<file path="src/rtl/disp_scan6.sv">
// Six-digit common-anode seven-segment scanner: per-slot dwell plus blank gap,
// frame-wide input snapshot, per-digit blink, decimal points and hours-tens zero blanking.
module disp_scan6 #(
  parameter int DWELL_CYC  = 2,
  parameter int BLANK_CYC  = 1,
  parameter int BLINK_HALF = 250
) (
  input  logic       clk,
  input  logic       rst,
  input  logic [6:0] seg0_in,
  input  logic [3:0] d1,
  input  logic [3:0] d2,
  input  logic [3:0] d3,
  input  logic [3:0] d4,
  input  logic [3:0] d5,
  input  logic [5:0] blink_mask,
  input  logic [5:0] dp_mask,
  input  logic       lz_en,
  output logic [5:0] an,
  output logic [6:0] seg,
  output logic       dp
);

  localparam int CNT_MAX = (DWELL_CYC > BLANK_CYC) ? DWELL_CYC : BLANK_CYC;
  localparam int CW      = (CNT_MAX > 1) ? $clog2(CNT_MAX) : 1;
  localparam int BW      = (BLINK_HALF > 1) ? $clog2(BLINK_HALF) : 1;
  localparam logic [CW-1:0] DWELL_LAST = CW'(DWELL_CYC - 1);
  localparam logic [CW-1:0] BLANK_LAST = CW'((BLANK_CYC > 0) ? BLANK_CYC - 1 : 0);
  localparam logic [BW-1:0] BLINK_LAST = BW'(BLINK_HALF - 1);

  typedef enum logic [1:0] {
    ST_IDLE  = 2'd0,
    ST_DWELL = 2'd1,
    ST_BLANK = 2'd2
  } state_t;

  function automatic logic [6:0] bcd_to_seg(input logic [3:0] v);
    logic [6:0] s;
    case (v)
      4'd0:    s = 7'b0111111;
      4'd1:    s = 7'b0000110;
      4'd2:    s = 7'b1011011;
      4'd3:    s = 7'b1001111;
      4'd4:    s = 7'b1100110;
      4'd5:    s = 7'b1101101;
      4'd6:    s = 7'b1111101;
      4'd7:    s = 7'b0000111;
      4'd8:    s = 7'b1111111;
      4'd9:    s = 7'b1101111;
      default: s = 7'b0000000;
    endcase
    return s;
  endfunction

  state_t        state_r, state_s;
  logic [2:0]    slot_r, slot_s;
  logic [CW-1:0] cnt_r, cnt_s;
  logic          adv_s, start_s, frame_s;

  logic [BW-1:0] blink_cnt_r;
  logic          blink_phase_r, blink_lat_r;

  logic [6:0] snap_seg0_r;
  logic [3:0] snap_d1_r, snap_d2_r, snap_d3_r, snap_d4_r, snap_d5_r;
  logic [5:0] snap_blink_r, snap_dp_r;
  logic       snap_lz_r;

  logic [6:0] seg0_s;
  logic [3:0] d1_s, d2_s, d3_s, d4_s, d5_s;
  logic [5:0] bmask_s, dmask_s;
  logic       lz_s;
  logic [3:0] dig_s;
  logic       bm_bit_s, dp_bit_s, phase_s, blank_s;
  logic [5:0] an_s;
  logic [6:0] seg_s;
  logic       dp_s;

  logic [5:0] an_r;
  logic [6:0] seg_r;
  logic       dp_r;

  // Scan state register: IDLE only exists between reset release and the first edge.
  always_ff @(posedge clk or negedge rst) begin
    if (!rst) begin
      state_r <= ST_IDLE;
      slot_r  <= 3'd0;
      cnt_r   <= '0;
    end else begin
      state_r <= state_s;
      slot_r  <= slot_s;
      cnt_r   <= cnt_s;
    end
  end

  // Next-state: dwell/blank sequencing and slot advance with exact 5->0 wrap.
  always_comb begin
    state_s = state_r;
    slot_s  = slot_r;
    cnt_s   = cnt_r;
    adv_s   = 1'b0;
    start_s = 1'b0;
    frame_s = 1'b0;
    case (state_r)
      ST_IDLE: begin
        state_s = ST_DWELL;
        slot_s  = 3'd0;
        cnt_s   = '0;
        start_s = 1'b1;
        frame_s = 1'b1;
      end
      ST_DWELL: begin
        if (cnt_r == DWELL_LAST) begin
          if (BLANK_CYC == 0) begin
            adv_s = 1'b1;
          end else begin
            state_s = ST_BLANK;
            cnt_s   = '0;
          end
        end else begin
          cnt_s = cnt_r + {{(CW-1){1'b0}}, 1'b1};
        end
      end
      ST_BLANK: begin
        if (cnt_r == BLANK_LAST) begin
          adv_s = 1'b1;
        end else begin
          cnt_s = cnt_r + {{(CW-1){1'b0}}, 1'b1};
        end
      end
      default: begin
        state_s = ST_IDLE;
        slot_s  = 3'd0;
        cnt_s   = '0;
      end
    endcase
    if (adv_s) begin
      state_s = ST_DWELL;
      cnt_s   = '0;
      start_s = 1'b1;
      if (slot_r == 3'd5) begin
        slot_s  = 3'd0;
        frame_s = 1'b1;
      end else begin
        slot_s = slot_r + 3'd1;
      end
    end else begin
      start_s = start_s;
    end
  end

  // Free-running blink divider; phase latched at every slot start.
  always_ff @(posedge clk or negedge rst) begin
    if (!rst) begin
      blink_cnt_r   <= '0;
      blink_phase_r <= 1'b0;
      blink_lat_r   <= 1'b0;
    end else begin
      if (blink_cnt_r == BLINK_LAST) begin
        blink_cnt_r   <= '0;
        blink_phase_r <= ~blink_phase_r;
      end else begin
        blink_cnt_r <= blink_cnt_r + {{(BW-1){1'b0}}, 1'b1};
      end
      if (start_s) begin
        blink_lat_r <= blink_phase_r;
      end
    end
  end

  // Frame snapshot, taken on the edge that starts digit 0.
  always_ff @(posedge clk or negedge rst) begin
    if (!rst) begin
      snap_seg0_r  <= 7'd0;
      snap_d1_r    <= 4'd0;
      snap_d2_r    <= 4'd0;
      snap_d3_r    <= 4'd0;
      snap_d4_r    <= 4'd0;
      snap_d5_r    <= 4'd0;
      snap_blink_r <= 6'd0;
      snap_dp_r    <= 6'd0;
      snap_lz_r    <= 1'b0;
    end else if (frame_s) begin
      snap_seg0_r  <= seg0_in;
      snap_d1_r    <= d1;
      snap_d2_r    <= d2;
      snap_d3_r    <= d3;
      snap_d4_r    <= d4;
      snap_d5_r    <= d5;
      snap_blink_r <= blink_mask;
      snap_dp_r    <= dp_mask;
      snap_lz_r    <= lz_en;
    end
  end

  // Output decode for the slot entered on the coming edge; the snapshot
  // being written on that same edge is bypassed from the live inputs.
  always_comb begin
    seg0_s  = frame_s ? seg0_in    : snap_seg0_r;
    d1_s    = frame_s ? d1         : snap_d1_r;
    d2_s    = frame_s ? d2         : snap_d2_r;
    d3_s    = frame_s ? d3         : snap_d3_r;
    d4_s    = frame_s ? d4         : snap_d4_r;
    d5_s    = frame_s ? d5         : snap_d5_r;
    bmask_s = frame_s ? blink_mask : snap_blink_r;
    dmask_s = frame_s ? dp_mask    : snap_dp_r;
    lz_s    = frame_s ? lz_en      : snap_lz_r;
    phase_s = start_s ? blink_phase_r : blink_lat_r;
    dig_s    = 4'd0;
    bm_bit_s = 1'b0;
    dp_bit_s = 1'b0;
    case (slot_s)
      3'd0: begin dig_s = 4'd0; bm_bit_s = bmask_s[0]; dp_bit_s = dmask_s[0]; end
      3'd1: begin dig_s = d1_s; bm_bit_s = bmask_s[1]; dp_bit_s = dmask_s[1]; end
      3'd2: begin dig_s = d2_s; bm_bit_s = bmask_s[2]; dp_bit_s = dmask_s[2]; end
      3'd3: begin dig_s = d3_s; bm_bit_s = bmask_s[3]; dp_bit_s = dmask_s[3]; end
      3'd4: begin dig_s = d4_s; bm_bit_s = bmask_s[4]; dp_bit_s = dmask_s[4]; end
      3'd5: begin dig_s = d5_s; bm_bit_s = bmask_s[5]; dp_bit_s = dmask_s[5]; end
      default: begin dig_s = 4'd0; bm_bit_s = 1'b0; dp_bit_s = 1'b0; end
    endcase
    blank_s = (phase_s & bm_bit_s) |
              ((slot_s == 3'd5) & lz_s & (d5_s == 4'd0));
    if (state_s == ST_DWELL) begin
      an_s  = ~(6'b000001 << slot_s);
      seg_s = blank_s ? 7'd0 : ((slot_s == 3'd0) ? seg0_s : bcd_to_seg(dig_s));
      dp_s  = dp_bit_s & ~(phase_s & bm_bit_s);
    end else begin
      an_s  = 6'b111111;
      seg_s = 7'd0;
      dp_s  = 1'b0;
    end
  end

  // Registered display drive.
  always_ff @(posedge clk or negedge rst) begin
    if (!rst) begin
      an_r  <= 6'b111111;
      seg_r <= 7'd0;
      dp_r  <= 1'b0;
    end else begin
      an_r  <= an_s;
      seg_r <= seg_s;
      dp_r  <= dp_s;
    end
  end

  assign an  = an_r;
  assign seg = seg_r;
  assign dp  = dp_r;

endmodule

</file>
<file path="config.mk">
export PLATFORM = sky130hd
export DESIGN_NAME = disp_scan6
export DESIGN_NICKNAME = d
export VERILOG_FILES = /design/src/rtl/disp_scan6.sv
export SDC_FILE = /design/constraint.sdc
export NUM_CORES = 1
export LEC_CHECK = 0
export CAP_MARGIN = 20
export CORE_MARGIN = 3
export CORE_UTILIZATION = 50
export DETAILED_ROUTE_END_ITERATION = 16
export PLACE_DENSITY = 0.76
export SLEW_MARGIN = 20
export SYNTH_ARGS = -nofsm -noshare
export SYNTH_HDL_FRONTEND = slang
export SYNTH_SLANG_ARGS = --single-unit
</file>
<file path="constraint.sdc">
create_clock -name clk -period 5.2 [get_ports clk]
set_input_delay 1.3 -clock clk [delete_from_list [all_inputs] [get_ports clk]]
set_output_delay 1.3 -clock clk [all_outputs]
set_load 0.05 [all_outputs]
</file>
==> qor.txt, run 1 <==
Max Slew Vio Count: 0
Drt drc: 0
FP Rows: 29
Synth Register Bits: 70
Post-CTS sizing: 0
Number of post-CTS setup repair buffers: 0
Yosys cell types: 56
Worst path slowest cell: a31oi_4
Tcrit/Tclk final: 76.10%
Multi-input logic area: 0.001461 mm^2
Slew Limit Headroom: 34.74%
Total negative slack: 0 ns
N_diodes: 0
Setup Crit Path Kind: reg -> reg
CTS buffer count: 9
Synthesized area per cell: 11.83 um^2
Buffers & Inverters on Critical Path: 2
Hold Slack: 0.4802 ns
Deepest clock path buffer count: 2
Synth warn: 0
Worst setup EP type: register
Drt pass-1 iters: 4
Sequential share of the synthesized area: 51.98%
Sw power: 0.0002594 W
Hold/Removal Path Class: reg -> reg
Cell mode on critical path: ha_1
Vias per cell: 5.378
CP top delay family: compound AO/OA/AOI/OAI gates
Fmax: 0.2527 GHz
GPL Wtd Cong: 0.7556
CP required: 5.41 ns
Total wire length: 7.165 mm
Routed Antenna Nets: 0
Initial Utilization: 52.40%
Die footprint: 0.007792 mm^2
Port Buffers: 55
Final Hold Fails: 0
Primary FF master, synth: dfrtp_1
Post-Syn Nets: 339
CTS tree: yes
Commonest cells after routing, fill and taps aside: dfrtp_1, clkdlybuf4s50_1, inv_1, mux2_2, nand2_1
Vias: 2318
Post-synth ARST share: 100.0%
Clk Latency, worst-skew pair: 0.35 ns
Commonest non-fill, non-tap cell in the layout: dfrtp_1
Total power: 0.001164 W
Sequential share of power: 49.0%
Reg2reg setup slack: 1.24 ns
Clock power frac: 41.0%
Logic pwr share: 10.0%
Critical Path Source Type: register
Die width: 88.28 um
Overall routing resource usage: 20.09%
Status: completed
Vias in the first global route: 2414
Design area: 0.004217 mm^2
Crit path cell chain: inv_1 > ha_1 > and2b_4 > a31oi_4 > buf_4 > mux2i_1 > o221ai_1 > nand3b_1 > ha_1 > mux2_1 > a211oi_1 > a211oi_2
Worst-margin pin slew: 0.9714 ns
RSZ-0062 raised after global routing: false
P&R area growth vs syn: 24.58%
First-pass GRT wire length: 11.69 mm
Layout Skew: 0.008215 ns
First DRT Iteration DRCs: 76
Largest net degree at the start of global routing: 42
Synthesized area: 0.003384 mm^2
Mapped Cells: 286
DR WL/cell: 16.62 um
Clk sinks: 70
Worst path arrival time: 4.17 ns
Finish-stage setup viols: 0
Leakage: 1.962 nW
Cts hold-fix bufs: 0
Fillers: 504
Pwr/cell area: 276.1 mW/mm^2
Post-layout util: 65.28%
Core area: 0.006459 mm^2
Sw Share: 22.28%
Initial antenna violation count: 0
IO Pins: 56
Crit-path max cell delay: 0.71 ns
Post-DP Area: 0.004001 mm^2
DIE HEIGHT: 88.28 um
Max-cap violations: 0
Clock transition at path regs: 0.07 ns
Fraction of layout cells with a size suffix above 1: 17.80%
NumNets Final: 402
Post-synth EDFFs: 0
CTS H-tree depth: 3
Peak supply drop: 0.2357 mV
DPL Wire Length: 5.051 mm
Clock root buffer: clkbuf_8
GRT Residual Overflow: 0
Crit Path Max Fanout: 21
Internal cell power: 0.0009046 W
Tmin final: 3.957 ns
Register area: 0.001759 mm^2
==> final cells by class <==
class	instances	share of cell area, %
flip-flops and latches	70	41.72
multi-input cells	182	34.66
repair buffers	61	14.01
clock buffers	12	3.442
well taps	77	2.285
inverters	25	2.226
clock inverters	4	1.662
==> worst register-to-register path, stage by stage, from the launching register on <==
cell	delay [ns]
dfrtp_1	0.41
inv_1	0.10
ha_1	0.26
and2b_4	0.21
a31oi_4	0.71
buf_4	0.44
mux2i_1	0.28
o221ai_1	0.14
nand3b_1	0.32
ha_1	0.29
mux2_1	0.29
a211oi_1	0.29
a211oi_2	0.07
==> final timing paths <==
kind	from	endpoint	cells past startpoint
setup / recovery	state_r[0]	seg[4]	12
hold / removal	snap_dp_r[4]	snap_dp_r[4]	2
setup reg to reg	state_r[0]	seg[4]	12
hold reg to reg	snap_dp_r[4]	snap_dp_r[4]	2
max in group asynchronous	rst	an[0]	2
min in group asynchronous	rst	seg[6]	1
==> state kept, by name, summed over array words and instances (netlist names), 2 cells and up <==
signal and flops:
blink_cnt_r 8, snap_blink_r 6, state_r 2, snap_d5_r 4, snap_d2_r 4, snap_d3_r 4
snap_d1_r 4, seg 7, an 6, snap_d4_r 4, slot_r 3, snap_dp_r 6
snap_seg0_r 7
==> cell families (layout without fill, tap and decap cells) <==
kind of cell	after synthesis	in the layout	synth area share (%)
adders and majority gates	11	11	4.066
xor gates and xnor gates	6	6	1.553
DFF	70	70	51.98
and+or+nand+nor	81	81	13.60
muxes	43	43	14.01
buffers and inverters	34	102	4.843
AOI/OAI and AO/OA	41	41	9.944
==> synth_stat cells, types with 2 or more instances <==
cell	instances	share of area (%)
dfrtp_1	64	47
inv_1	25	2.8
mux2_2	21	7.0
nand2_1	20	2.2
mux2i_1	17	5.0
nor2_1	15	1.7
ha_1	11	4.1
nand3_1	11	1.6
o21ai_0	9	1.3
dfstp_2	6	4.7
nand2b_1	6	1.1
a21oi_1	5	0.74
buf_2	5	0.74
a221oi_1	4	1.0
nor2b_1	4	0.74
xor2_1	4	1.0
and2_1	3	0.55
mux2_4	3	1.3
nand3b_1	3	0.67
o31ai_1	3	0.67
a31oi_1	2	0.37
a32o_1	2	0.59
and2b_1	2	0.44
and2b_4	2	0.59
and4b_1	2	0.59
buf_6	2	0.67
mux2_1	2	0.67
nor4bb_1	2	0.59
o22ai_1	2	0.37
or3_1	2	0.37
xnor2_1	2	0.52
==> metrics by stage <==
stage                     setup slack [ns]  std cells
final                                1.243        431
after global routing                0.9695        431
after CTS                            1.242        431
after floorplan                      2.153        286
after global placement               1.525        415
after detailed placement             1.346        415
==> power groups by stage <==
stage	combinational [W]	clock (W)	sequential (W)
4_1_cts	0.000118	0.000484	0.000570
3_3_place_gp	0.000115	0	0.000580
3_5_place_dp	0.000117	0	0.000581
6_report	0.000117	0.000477	0.000570
2_1_floorplan	0.0000377	0	0.000598
5_1_grt	0.000127	0.000512	0.000572
==> metal layers <==
| metal | global-route usage [%] | wire (um) | vias to the layer above |
|---|---|---|---|
| li1 | - | - | 1126 |
| met1 | 25.70 | 3153 | 1113 |
| met2 | 32.43 | 3415 | 67 |
| met3 | 5.959 | 466 | 12 |
| met4 | 7.555 | 130 | 0 |
| met5 | 0 | 0 | - |
No activity file was read; power rests on OpenSTA's default activity.
==> run 2: changes to the inputs <==
--- a/config.mk
+++ b/config.mk
@@ -7,7 +7,7 @@
 export LEC_CHECK = 0
 export CAP_MARGIN = 20
 export CORE_MARGIN = 3
-export CORE_UTILIZATION = 50
+export CORE_UTILIZATION = 48
 export DETAILED_ROUTE_END_ITERATION = 16
 export PLACE_DENSITY = 0.76
 export SLEW_MARGIN = 20
==> constraint.sdc (replaced) <==
create_clock -name clk -period 3.2 [get_ports clk]
set_input_delay 0.8 -clock clk [delete_from_list [all_inputs] [get_ports clk]]
set_output_delay 0.8 -clock clk [all_outputs]
set_load 0.05 [all_outputs]
==> run 2 against run 1 <==
Register-to-register slack lost 1.1 ns; first-iteration DRC count shrank 5.3%; count of clock-buffer cells in the layout shrank 1; global-route usage shrank 1.7 points; hold slack gained 0.013 ns; critical path depth is the same; routed wire length grew 1.3%; critical path type unchanged; critical endpoint unchanged; largest power group unchanged.
==> qor.txt, run 2 (synthesis gave the netlist of run 1 again) <==
CTS buffer count: 9
Leakage: 2.039 nW
Drt drc: 0
Critical Path Source Type: register
FP Rows: 29
Initial antenna violation count: 0
CTS H-tree depth: 3
Slew Limit Headroom: 37.97%
Peak supply drop: 0.3177 mV
Vias: 2405
Status: completed
Commonest non-fill, non-tap cell in the layout: dfrtp_1
Pwr/cell area: 422.9 mW/mm^2
Tcrit/Tclk final: 95.31%
RSZ-0062 raised after global routing: false
Max Slew Vio Count: 0
Crit Path Max Fanout: 16
Tmin final: 3.050 ns
Design area: 0.004392 mm^2
Max-cap violations: 0
GRT Residual Overflow: 0
Drt pass-1 iters: 4
Overall routing resource usage: 18.41%
Post-DP Area: 0.004079 mm^2
DPL Wire Length: 4.940 mm
Vias in the first global route: 2490
Most flops, register: blink_cnt_r
Dpl ws: 0.02146 ns
Worst-margin pin slew: 0.9233 ns
Layout Skew: 0.007906 ns
Hold/Removal Path Class: reg -> reg
Clk Latency, worst-skew pair: 0.35 ns
Clk sinks: 70
Fmax: 0.3279 GHz
Deepest clock path buffer count: 2
Total wire length: 7.260 mm
Vias per cell: 5.183
Final Hold Fails: 0
Clock transition at path regs: 0.08 ns
Cts hold-fix bufs: 0
DIE HEIGHT: 89.97 um
Critical Path Start: state_r[0]
First-pass GRT wire length: 11.94 mm
GPL Wtd Cong: 0.8059
NumNets Final: 419
Worst path arrival time: 3.27 ns
Largest net degree at the start of global routing: 71
DR WL/cell: 15.65 um
Finished Layout Cells: 464
Total negative slack: 0 ns
Max reg flops: 8
Die footprint: 0.008095 mm^2
Clock root buffer: clkbuf_8
CP required: 3.42 ns
Routed Antenna Nets: 0
IO Pins: 56
Finish-stage setup viols: 0
P&R area growth vs syn: 29.76%
Initial Utilization: 51.25%
Worst Hold Launch: snap_dp_r[4]
Setup WS post-layout: 0.1500 ns
Die width: 89.97 um
Fraction of layout cells with a size suffix above 1: 22.91%
Port Buffers: 55
RR Startpoint: state_r[0]
Setup Crit Path Kind: reg -> reg
Hold Slack: 0.4927 ns
First DRT Iteration DRCs: 72
Commonest cells after routing, fill and taps aside: dfrtp_1, clkdlybuf4s50_1, inv_1, mux2_2, buf_4
N_diodes: 0
Core area: 0.006604 mm^2
Dpl cells: 437
Worst setup EP type: register
CTS tree: yes
## run 2: through the flow
step           utilization, %  power (W)
3_3_place_gp            61.77   0.001132
5_1_grt                 66.50   0.001932
6_report                66.50   0.001857
2_1_floorplan               -   0.001033
3_5_place_dp            61.77   0.001135
4_1_cts                 64.93   0.001873
## run 2: layout make-up
| class | instances | area [um^2] |
|---|---|---|
| Timing Repair Buffer | 78 | 748.2 |
| Clock inverter | 5 | 57.56 |
| Inverter | 25 | 93.84 |
| Fill cell | 502 | 2212 |
| Clock buffer | 11 | 151.4 |
| Tap cell | 93 | 116.4 |
| Multi-Input combinational cell | 182 | 1464 |
| Sequential cell | 70 | 1760 |
## run 2: repair_timing
action | in CTS | in global routing
setup endpoints to repair | 0 | 7
buffers inserted | 0 | 10
resized for setup | 0 | 3
## run 2: layer usage
layer | track usage, % | part of all wire (%)
met1 | 23.73 | 44
met2 | 29.76 | 50
met3 | 5.426 | 5.0
met4 | 6.378 | 1.1
met5 | 0 | 0
## run 2: critical path, cell delays in order, from the launching register on
cell	delay, ns
dfrtp_2	0.38
inv_1	0.07
ha_2	0.21
and2b_4	0.20
a31oi_4	0.22
buf_12	0.18
buf_4	0.12
mux2_4	0.30
a32o_2	0.29
nor4b_4	0.23
mux2_1	0.35
a211oi_1	0.29
a211oi_2	0.07
## run 2: power by group
part | leakage (nW) | internal (W) | switching, W | total [W]
sequential | 0.824 | 0.000918 | 0.00000883 | 0.000927
clock | 0.0976 | 0.000401 | 0.000335 | 0.000736
combinational | 1.12 | 0.0000983 | 0.0000967 | 0.000195
## run 2: worst paths after layout
kind / endpoint / slack, ns / cells after the start
min in group asynchronous: state_r[0] / 0.64 / 2
setup reg to reg: seg[4] / 0.15 / 12
hold reg to reg: snap_dp_r[4] / 0.49 / 2
hold / removal: snap_dp_r[4] / 0.49 / 2
setup / recovery: seg[4] / 0.15 / 12
max in group asynchronous: state_r[0] / 1.98 / 2
